`src/rtl/matmul_controller.sv`:
```
// matmul_controller: sequences operand load, MAC and write-back for C = A x B.
// Define MATMUL_CTRL_LOAD_EN to stream A and B in through in_valid/in_ready.
module matmul_controller #(
    parameter int ROWS  = 4,
    parameter int INNER = 4,
    parameter int COLS  = 4,
    parameter int AW    = 16
) (
    input  logic          clk,
    input  logic          rst,
    input  logic          start,
    input  logic          in_valid,
    output logic          in_ready,
    output logic          m1EN,
    output logic          m1rEN,
    output logic          m1wEN,
    output logic          m2EN,
    output logic          m2rEN,
    output logic          m2wEN,
    output logic          m3EN,
    output logic          m3rEN,
    output logic          m3wEN,
    output logic          mult_ld,
    output logic          mult_rst,
    output logic [AW-1:0] addr1,
    output logic [AW-1:0] addr2,
    output logic [AW-1:0] addr3,
    output logic          busy,
    output logic          done
);

    localparam int N1   = ROWS * INNER;
    localparam int N2   = INNER * COLS;
    localparam int N3   = ROWS * COLS;
    localparam int N12  = (N1 > N2) ? N1 : N2;
    localparam int NMAX = (N12 > N3) ? N12 : N3;
    localparam int PW   = (NMAX > 1) ? $clog2(NMAX) : 1;
    localparam int IW   = (ROWS > 1) ? $clog2(ROWS) : 1;
    localparam int KW   = (INNER > 1) ? $clog2(INNER) : 1;
    localparam int JW   = (COLS > 1) ? $clog2(COLS) : 1;

    localparam logic [IW-1:0] ILAST = IW'(ROWS - 1);
    localparam logic [KW-1:0] KLAST = KW'(INNER - 1);
    localparam logic [JW-1:0] JLAST = JW'(COLS - 1);

    typedef enum logic [2:0] {
        IDLE,
        LOAD1,
        LOAD2,
        CLR,
        MAC,
        DRAIN,
        WRITE,
        DONE
    } state_t;

    state_t        state_q, state_d;
    logic [IW-1:0] i_q, i_d;
    logic [KW-1:0] k_q, k_d;
    logic [JW-1:0] j_q, j_d;
    logic          ld_q;
    logic          rd_stb;
    logic [PW-1:0] a1, a2, a3;
    logic [PW-1:0] mac_a1, mac_a2, wr_a3;

    // Products never exceed NMAX-1, so PW-bit modular arithmetic is exact.
    assign mac_a1 = PW'(i_q) * PW'(INNER) + PW'(k_q);
    assign mac_a2 = PW'(k_q) * PW'(COLS) + PW'(j_q);
    assign wr_a3  = PW'(i_q) * PW'(COLS) + PW'(j_q);

`ifdef MATMUL_CTRL_LOAD_EN
    localparam logic [PW-1:0] B1LAST = PW'(N1 - 1);
    localparam logic [PW-1:0] B2LAST = PW'(N2 - 1);

    logic [PW-1:0] beat_q, beat_d;

    always_ff @(posedge clk or negedge rst) begin
        if (!rst) begin
            beat_q <= '0;
        end else begin
            beat_q <= beat_d;
        end
    end
`else
    logic unused_in_valid;
    assign unused_in_valid = in_valid;
`endif

    always_ff @(posedge clk or negedge rst) begin
        if (!rst) begin
            state_q <= IDLE;
            i_q     <= '0;
            k_q     <= '0;
            j_q     <= '0;
            ld_q    <= 1'b0;
        end else begin
            state_q <= state_d;
            i_q     <= i_d;
            k_q     <= k_d;
            j_q     <= j_d;
            ld_q    <= rd_stb;
        end
    end

    always_comb begin
        state_d  = state_q;
        i_d      = i_q;
        k_d      = k_q;
        j_d      = j_q;
`ifdef MATMUL_CTRL_LOAD_EN
        beat_d   = beat_q;
`endif
        in_ready = 1'b0;
        m1EN     = 1'b0;
        m1rEN    = 1'b0;
        m1wEN    = 1'b0;
        m2EN     = 1'b0;
        m2rEN    = 1'b0;
        m2wEN    = 1'b0;
        m3EN     = 1'b0;
        m3rEN    = 1'b0;
        m3wEN    = 1'b0;
        mult_rst = 1'b0;
        rd_stb   = 1'b0;
        a1       = '0;
        a2       = '0;
        a3       = '0;
        unique case (state_q)
            IDLE: begin
                if (start) begin
                    i_d = '0;
                    k_d = '0;
                    j_d = '0;
`ifdef MATMUL_CTRL_LOAD_EN
                    beat_d  = '0;
                    state_d = LOAD1;
`else
                    state_d = CLR;
`endif
                end
            end
`ifdef MATMUL_CTRL_LOAD_EN
            LOAD1: begin
                in_ready = 1'b1;
                if (in_valid) begin
                    m1EN  = 1'b1;
                    m1wEN = 1'b1;
                    a1    = beat_q;
                    if (beat_q == B1LAST) begin
                        beat_d  = '0;
                        state_d = LOAD2;
                    end else begin
                        beat_d = beat_q + PW'(1);
                    end
                end
            end
            LOAD2: begin
                in_ready = 1'b1;
                if (in_valid) begin
                    m2EN  = 1'b1;
                    m2wEN = 1'b1;
                    a2    = beat_q;
                    if (beat_q == B2LAST) begin
                        beat_d  = '0;
                        state_d = CLR;
                    end else begin
                        beat_d = beat_q + PW'(1);
                    end
                end
            end
`endif
            CLR: begin
                mult_rst = 1'b1;
                k_d      = '0;
                state_d  = MAC;
            end
            MAC: begin
                rd_stb = 1'b1;
                m1EN   = 1'b1;
                m1rEN  = 1'b1;
                m2EN   = 1'b1;
                m2rEN  = 1'b1;
                a1     = mac_a1;
                a2     = mac_a2;
                if (k_q == KLAST) begin
                    state_d = DRAIN;
                end else begin
                    k_d = k_q + KW'(1);
                end
            end
            // Last read data lands here; mult_ld consumes it via ld_q.
            DRAIN: begin
                state_d = WRITE;
            end
            WRITE: begin
                m3EN    = 1'b1;
                m3wEN   = 1'b1;
                a3      = wr_a3;
                state_d = CLR;
                if (j_q == JLAST) begin
                    j_d = '0;
                    if (i_q == ILAST) begin
                        i_d     = '0;
                        state_d = DONE;
                    end else begin
                        i_d = i_q + IW'(1);
                    end
                end else begin
                    j_d = j_q + JW'(1);
                end
            end
            DONE: begin
                state_d = IDLE;
            end
            default: begin
                state_d = IDLE;
            end
        endcase
    end

    assign addr1   = AW'(a1);
    assign addr2   = AW'(a2);
    assign addr3   = AW'(a3);
    assign mult_ld = ld_q;
    assign busy    = (state_q != IDLE);
    assign done    = (state_q == DONE);

endmodule

```
`config.mk`:
```
export PLATFORM = sky130hd
export DESIGN_NAME = matmul_controller
export DESIGN_NICKNAME = d
export VERILOG_FILES = /design/src/rtl/matmul_controller.sv
export SDC_FILE = /design/constraint.sdc
export NUM_CORES = 1
export LEC_CHECK = 0
export BUFFER_PORTS_ARGS = -buffer_cell sky130_fd_sc_hd__buf_2
export CAP_MARGIN = 30
export CELL_PAD_IN_SITES_DETAIL_PLACEMENT = 1
export CELL_PAD_IN_SITES_GLOBAL_PLACEMENT = 1
export CORE_MARGIN = 8
export CORE_UTILIZATION = 30
export DETAILED_ROUTE_END_ITERATION = 10
export PLACE_DENSITY_LB_ADDON = 0.1
export SLEW_MARGIN = 20
export SYNTH_ARGS = -nofsm -noshare
export SYNTH_HDL_FRONTEND = slang
export SYNTH_SLANG_ARGS = --single-unit
```
`constraint.sdc`:
```
create_clock -name clk -period 4.65 [get_ports clk]
set_clock_uncertainty 0.1 [all_clocks]
set_input_delay 0.465 -clock clk [delete_from_list [all_inputs] [get_ports clk]]
set_output_delay 0.465 -clock clk [all_outputs]
set_load 0.03 [all_outputs]
```
* Word-level counts from Yosys, hierarchy flattened
Cells that the tools add are included.
** Storage, ports and cells
- Word-level logic and storage cells :: 50
- Output and inout bits :: 62
- Register bits :: 10
- Input bits :: 4
** Cells by class
- Muxes and demuxes :: 19
- Reduce and logical (&&, ||, !) cells :: 8
- Eq/ne operators :: 12
- $add $sub $neg :: 6
** Operators by type and width (count)
- $pmux W3 S5 :: 1
- $add A4 B2 Y4 :: 3
- $eq A3 B3 Y1 const B :: 4
- $mux W3 :: 4
- $mux W4 :: 3
- $mux W2 :: 5
- $ne A2 B2 Y1 const B :: 4
- $pmux W2 S2 :: 2
- $add A2 B1 Y2 const B :: 3
- $eq A2 B2 Y1 const B :: 3
- $pmux W2 S3 :: 1
- $reduce_and A3 Y1 :: 2
- $reduce_bool A3 Y1 :: 2
- $reduce_and A2 Y1 :: 2
- $eq A3 B2 Y1 const B :: 1
- $logic_not A3 Y1 :: 1
- $mux W1 :: 3
- $reduce_bool A2 Y1 :: 1

* Depth between registers and ports, before layout
Gate-level depths: netlist of run 1.
- Depth after elaboration :: 4
- Mapped depth :: 4
- Gate-level depth less buffers :: 4

* Worst setup path before layout of run 1
No wires, ideal clock.
- Kind :: flip-flop to output port
- Start :: reg state_q[2]
- End :: out addr2[2]
- Buffers on the path :: 2
- Arrival time :: 1.940 ns
- Required time :: 4.085 ns
- Slack :: 2.145 ns
- Cell stages (with the launch flop) :: 5
- Cell sequence :: dfrtp_1 clkbuf_1 nor3b_2 and2_1 buf_4
** On the way
- Cells in the longest elaborated chain, start to end :: 2
** Ends and longest elaborated chain
- from (decl) :: line 57 : state_t state_q, state_d;
- from (signal assigned) :: line 97 : state_q <= state_d;
- $eq A3 B3 Y1 :: line 128 : unique case (state_q)
- $mux W4 :: line 128
- to (decl) :: line 26 : output logic [AW-1:0] addr2,
No other way between the ends.

* Worst setup path in the final report of run 1
- Start :: reg state_q[0]
- End :: out addr1[0]
** On the way
- Cells in the longest elaborated chain, start to end :: 2
** Ends and longest elaborated chain
- $eq A3 B3 Y1 :: line 128
- $mux W4 :: line 128
- to (decl) :: line 25 : output logic [AW-1:0] addr1,
No other way between the ends.

==> results of run 1 <==
metrics by stage:
step	util (%)	area [µm²]	total power [µW]
after floorplan	-	1090	351
after global placement	29.8	903	351
after detailed placement	29.8	903	355
after CTS	30.9	936	417
after global routing	30.9	936	445
final	30.9	936	412
repair_timing:
item | in CTS | in global routing
buffers inserted | 0 | 0
hold endpoints to repair | 10 | 0
hold buffers | 1 | 0
resized for setup | 0 | 0
state kept, by name, indices dropped and copies added (netlist names):
name / count
j_q: 2
mult_ld: 1
state_q: 3
k_q: 2
i_q: 2
worst paths after layout:
kind / start / endpoint
max: state_q[0] / addr1[0]
min in group asynchronous: rst / k_q[1]
min reg2reg: j_q[1] / j_q[1]
max in group asynchronous: rst / state_q[1]
max reg2reg: state_q[1] / j_q[0]
min: j_q[1] / j_q[1]
cell type report:
type                    count  area, µm²
repair buffers             25        130
well taps                  44       55.1
clock buffers               3       22.5
flip-flops and latches     10        250
multi-input cells          88        470
inverters                   2       7.51
fillers                   383       2090
where the power goes:
part	leakage [µW]	total (µW)	switching (µW)	internal, µW
clock	0.0000138	59.0	29.1	29.9
sequential	0.000135	147	37.7	110
combinational	0.000411	206	149	56.4
total	0.000560	412	216	196
critical path: cells and delay by family, from the launching register on:
kind / cells / cell delay (ns)
and+or+nand+nor: 2 / 0.83
DFF: 1 / 0.50
buffers and inverters: 1 / 0.20
metal layers:
layer | vias up | global-route usage [%] | share of wire (%)
li1 | 309 | - | -
met1 | 283 | 9.85 | 47
met2 | 44 | 11.8 | 39
met3 | 4 | 2.75 | 11
met4 | 0 | 6.80 | 2.8
met5 | - | 0 | 0
cell families (layout without fill, tap and decap cells):
family / Yosys count / in the layout
other cells: 1 / 40
compound gates: 14 / 14
simple gates: 31 / 31
fa+ha+maj: 3 / 3
flops: 10 / 10
buf+inv: 51 / 30
layout by cell type (no fill, tap or decap):
master / netlist / routed
and3_2: 1 / 1
inv_1: 2 / 2
o21ai_0: 4 / 4
a21o_1: 1 / 1
and2_1: 10 / 10
nor2b_1: 3 / 3
nor3b_2: 1 / 1
or3_2: 1 / 1
nand2b_1: 2 / 2
ha_1: 3 / 3
or3b_4: 1 / 1
nor2_1: 4 / 4
conb_1: 1 / 40
a211oi_1: 1 / 1
a22o_2: 1 / 1
a22o_1: 1 / 1
o2bb2ai_1: 2 / 2
buf_2: 1 / 24
nand2_1: 5 / 5
nand3b_1: 3 / 3
dfrtp_1: 10 / 10
a21boi_0: 1 / 1
clkbuf_4: 0 / 3
a21oi_1: 3 / 3
dlygate4sd3_1: 0 / 1
==> impl_metrics.env, run 1 <==
export IMPL_drt_pass1_iterations=3
export IMPL_grt_max_degree=14
export IMPL_relSlewSlack_pct=58.0
export IMPL_cts_buffers=3
export IMPL_r2r_slack_ns=3.04
export IMPL_clkTransAtPathRegs_ns=0.06
export IMPL_hpwlAfterDp_um=1710
export IMPL_yosysMostFrequentCell="buf_4"
export IMPL_hold_path_class="reg -> reg"
export IMPL_ir_drop_mv=0.0940
export IMPL_whs_ns=0.458
export IMPL_synth_warnings=0
export IMPL_seq_area_frac_synth_pct=26.4
export IMPL_synthMuxAreaShare_pct=0
export IMPL_syn_mean_instance_area_um2=8.61
export IMPL_n_antenna_cell=0
export IMPL_min_period_ns=2.36
export IMPL_required_ns=4.09
export IMPL_fin_tns_setup_ns=0
export IMPL_syn_instance_count=110
export IMPL_grt_antenna_before_repair=0
export IMPL_fmax_mhz=424
export IMPL_vias=640
export IMPL_p_per_area_mw_per_mm2=440
export IMPL_fin_cells=172
export IMPL_synthFlopType="dfrtp_1"
export IMPL_core_mm2=0.00303
export IMPL_netlist_area_um2=947
export IMPL_max_slew_worst_pin_slew_ns=0.627
export IMPL_slowest_delay_ns=0.60
export IMPL_cts_path_max_buffers=2
export IMPL_drive_above_1_share_pct=25.0
export IMPL_drc=0
export IMPL_synth_compound_area_share_pct=9.91
export IMPL_rsz0062_at_grt="false"
export IMPL_antenna_left=0
export IMPL_cts_max_level=1
export IMPL_grt_pass1_vias=728
export IMPL_synth_xor_area_share_pct=0
export IMPL_fin_crit_sh_pct=50.7
export IMPL_overflow=0
export IMPL_ys_seq_elements=10
export IMPL_maxCapViolCount=0
export IMPL_die_w_um=72.2
export IMPL_preCtsSetupSlack_ns=2.55
export IMPL_cp_start_kind="register"
export IMPL_cts_tree="built"
export IMPL_fp_dieH_um=72.2
export IMPL_outcome="finished, final reports clean"
export IMPL_globalRouteTotalUtil_pct=8.30
export IMPL_critPathCaptureType="output port"
export IMPL_syn_to_final_growth_pct=-1.19
export IMPL_grt_pass1_wl_um=3470
export IMPL_synth_edf_count=0
export IMPL_insertion_delay_ns=0.26
export IMPL_synth_async_reset_ratio_pct=100
export IMPL_place_congestion=0.663
export IMPL_criticalPathCategory="reg -> out"
export IMPL_start_util_pct=31.3
export IMPL_slowest_stage="nor3b_2"
export IMPL_synthSimpleGateAreaFrac_pct=19.9
export IMPL_viasPerCell=3.72
export IMPL_synth_fa_ha_area_share_pct=3.96
export IMPL_drv_slew=0
export IMPL_synth_top_area_cell="buf_4"
export IMPL_cp_max_fo=13
export IMPL_rows=20
export IMPL_nets=137
export IMPL_setup_violations=0
export IMPL_cts_num_sinks=10
export IMPL_cp_cell_sequence="nor3b_2 > and2_1 > buf_2"
export IMPL_synth_common_cells="buf_4, and2_1, dfrtp_1"
export IMPL_synth_top_family_by_area="buffers and inverters"
export IMPL_place_inst=168
export IMPL_netlist_area_leader_share_pct=36.5
export IMPL_hold_viol=0
export IMPL_die_area_mm2=0.00521
export IMPL_r2r_cells=3
export IMPL_port_buffer_count=24
export IMPL_p_leak_uw=0.000560
export IMPL_first_iter_violations=70
export IMPL_min_delay_path_depth=1
export IMPL_synth_area_leaders="buf_4, dfrtp_1, and2_1"
export IMPL_yosysUniqueCellTypes=26
export IMPL_wire_per_inst_um=12.4
export IMPL_arrival_ns=1.79
export IMPL_root_buffer="clkbuf_4"
export IMPL_ios=66
export IMPL_setup_ws_ns=2.29
export IMPL_drt_total_wl_um=2140
(Power assumes the default switching activity.)
==> run 2: changes to the inputs <==
--- a/config.mk
+++ b/config.mk
@@ -10,7 +10,7 @@
 export CELL_PAD_IN_SITES_DETAIL_PLACEMENT = 1
 export CELL_PAD_IN_SITES_GLOBAL_PLACEMENT = 1
 export CORE_MARGIN = 8
-export CORE_UTILIZATION = 30
+export CORE_UTILIZATION = 28
 export DETAILED_ROUTE_END_ITERATION = 10
 export PLACE_DENSITY_LB_ADDON = 0.1
 export SLEW_MARGIN = 20
==> constraint.sdc (replaced) <==
create_clock -name clk -period 2.2 [get_ports clk]
set_clock_uncertainty 0.1 [all_clocks]
set_input_delay 0.22 -clock clk [delete_from_list [all_inputs] [get_ports clk]]
set_output_delay 0.22 -clock clk [all_outputs]
set_load 0.03 [all_outputs]
==> impl_metrics.env, run 2 (synthesis gave the netlist of run 1 again) <==
export IMPL_cp_num_buf_inv=1
export IMPL_maxCapViolCount=0
export IMPL_cp_max_fo=10
export IMPL_ir_drop_mv=0.192
export IMPL_pwr_share_seq_pct=34.2
export IMPL_p_comb_share_pct=47.5
export IMPL_drive_above_1_share_pct=26.4
export IMPL_slowest_stage="dfrtp_1"
export IMPL_hold_path_class="in -> async"
export IMPL_cts_buffers=3
export IMPL_hold_viol=0
export IMPL_min_period_ns=1.97
export IMPL_largest_reg_flops=3
export IMPL_setup_violations=0
export IMPL_cts_path_max_buffers=2
export IMPL_cts_max_level=1
export IMPL_insertion_delay_ns=0.27
export IMPL_clkTransAtPathRegs_ns=0.07
export IMPL_grt_antenna_before_repair=0
export IMPL_p_sw_uw=468
export IMPL_cts_num_sinks=10
export IMPL_hpwlAfterDp_um=1750
export IMPL_syn_to_final_growth_pct=1.45
export IMPL_viasPerCell=3.66
export IMPL_ios=66
export IMPL_fillers=429
export IMPL_rsz0062_at_grt="false"
export IMPL_layout_common_cells="conb_1, buf_2, and2_1, dfrtp_1, nand2_1"
export IMPL_post_cts_buffers=0
export IMPL_cts_tree="built"
export IMPL_drv_slew=0
export IMPL_dpl_instance_area_um2=912
export IMPL_regArea_um2=250
export IMPL_start_util_pct=28.8
export IMPL_critPathCaptureType="output port"
export IMPL_die_area_mm2=0.00550
export IMPL_fin_crit_sh_pct=89.7
export IMPL_root_buffer="clkbuf_4"
export IMPL_outcome="finished, final reports clean"
export IMPL_first_iter_violations=21
export IMPL_arrival_ns=1.65
export IMPL_drc=0
export IMPL_cp_start_kind="register"
export IMPL_p_leak_uw=0.000567
export IMPL_required_ns=1.88
export IMPL_drt_pass1_iterations=2
export IMPL_place_congestion=0.689
export IMPL_p_per_area_mw_per_mm2=962
export IMPL_largest_register="state_q"
export IMPL_cp_cell_sequence="nand2_1 > nor2_2 > and2_1 > buf_2"
export IMPL_globalRouteTotalUtil_pct=7.75
export IMPL_p_int_uw=456
export IMPL_overflow=0
export IMPL_grt_pass1_wl_um=3250
export IMPL_drt_total_wl_um=2130
export IMPL_layout_commonest_cell="conb_1"
export IMPL_grt_pass1_vias=703
export IMPL_antenna_left=0
export IMPL_grt_max_degree=14
export IMPL_core_mm2=0.00328
export IMPL_path_delay_family="simple AND/OR/NAND/NOR gates"
export IMPL_wire_per_inst_um=12.2
export IMPL_clockPowerShare_pct=18.3
export IMPL_die_w_um=74.2
export IMPL_port_buffer_count=24
export IMPL_rows=21
export IMPL_final_cell_area_um2=961
export IMPL_n_antenna_cell=0
export IMPL_criticalPathCategory="reg -> out"
export IMPL_fin_tns_setup_ns=0
export IMPL_slowest_delay_ns=0.53
export IMPL_vias=641
export IMPL_fmax_mhz=507
export IMPL_multiInputGateArea_um2=479
export IMPL_fp_dieH_um=74.2
export IMPL_sw_frac_of_total_pct=50.6
export IMPL_nets=137
run 2: power by group through the flow:
stage               combinational (µW)  sequential, µW  clock (µW)
floorplan                          480             273           0
global placement                   437             316           0
detailed placement                 441             319           0
CTS                                444             316         178
global route                       474             332         182
finish                             439             316         169
run 2: per-layer routing:
layer / global-route usage (%) / share of wire, %
met2: 11.9 / 46
met4: 5.99 / 3.0
met5: 0 / 0
met1: 8.51 / 41
met3: 2.83 / 11
run 2: stage by stage:
step,hold WS (ns),utilization [%],total power (µW),cells,worst slack [ns]
final,0.256,29.3,925,175,0.226
after global routing,0.278,29.3,988,175,0.0643
after CTS,0.250,29.2,937,175,0.0943
after detailed placement,0.00228,27.8,760,170,0.409
after global placement,0.0000452,27.8,753,170,0.408
after floorplan,-0.176,-,752,149,0.134
run 2: layout make-up:
class                      instances  share of cell area, %
inverter                           2                  0.781
sequential                        10                   26.0
timing repair buffer              25                   13.5
tap                               46                   5.99
multi-input combinational         88                   49.9
clock buffer                       4                   3.78
run 2: what timing repair did:
| action | CTS | global route |
|---|---|---|
| hold buffers | 1 | 0 |
| resized for setup | 0 | 1 |
| endpoints found under the hold margin | 10 | 0 |
| endpoints found under the setup margin | 0 | 4 |
run 2: final timing paths:
| path | startpoint | end | slack (ns) | cells after the start |
|---|---|---|---|---|
| worst max-delay path | state_q[1] | addr3[2] | 0.23 | 4 |
| worst min-delay path | rst | k_q[1] | 0.26 | 2 |
| worst max register to register | state_q[1] | j_q[0] | 0.56 | 3 |
| worst min register to register | k_q[1] | k_q[1] | 0.46 | 2 |
| max in group asynchronous | rst | i_q[1] | 1.54 | 2 |
| min in group clk | start | state_q[0] | 0.28 | 3 |
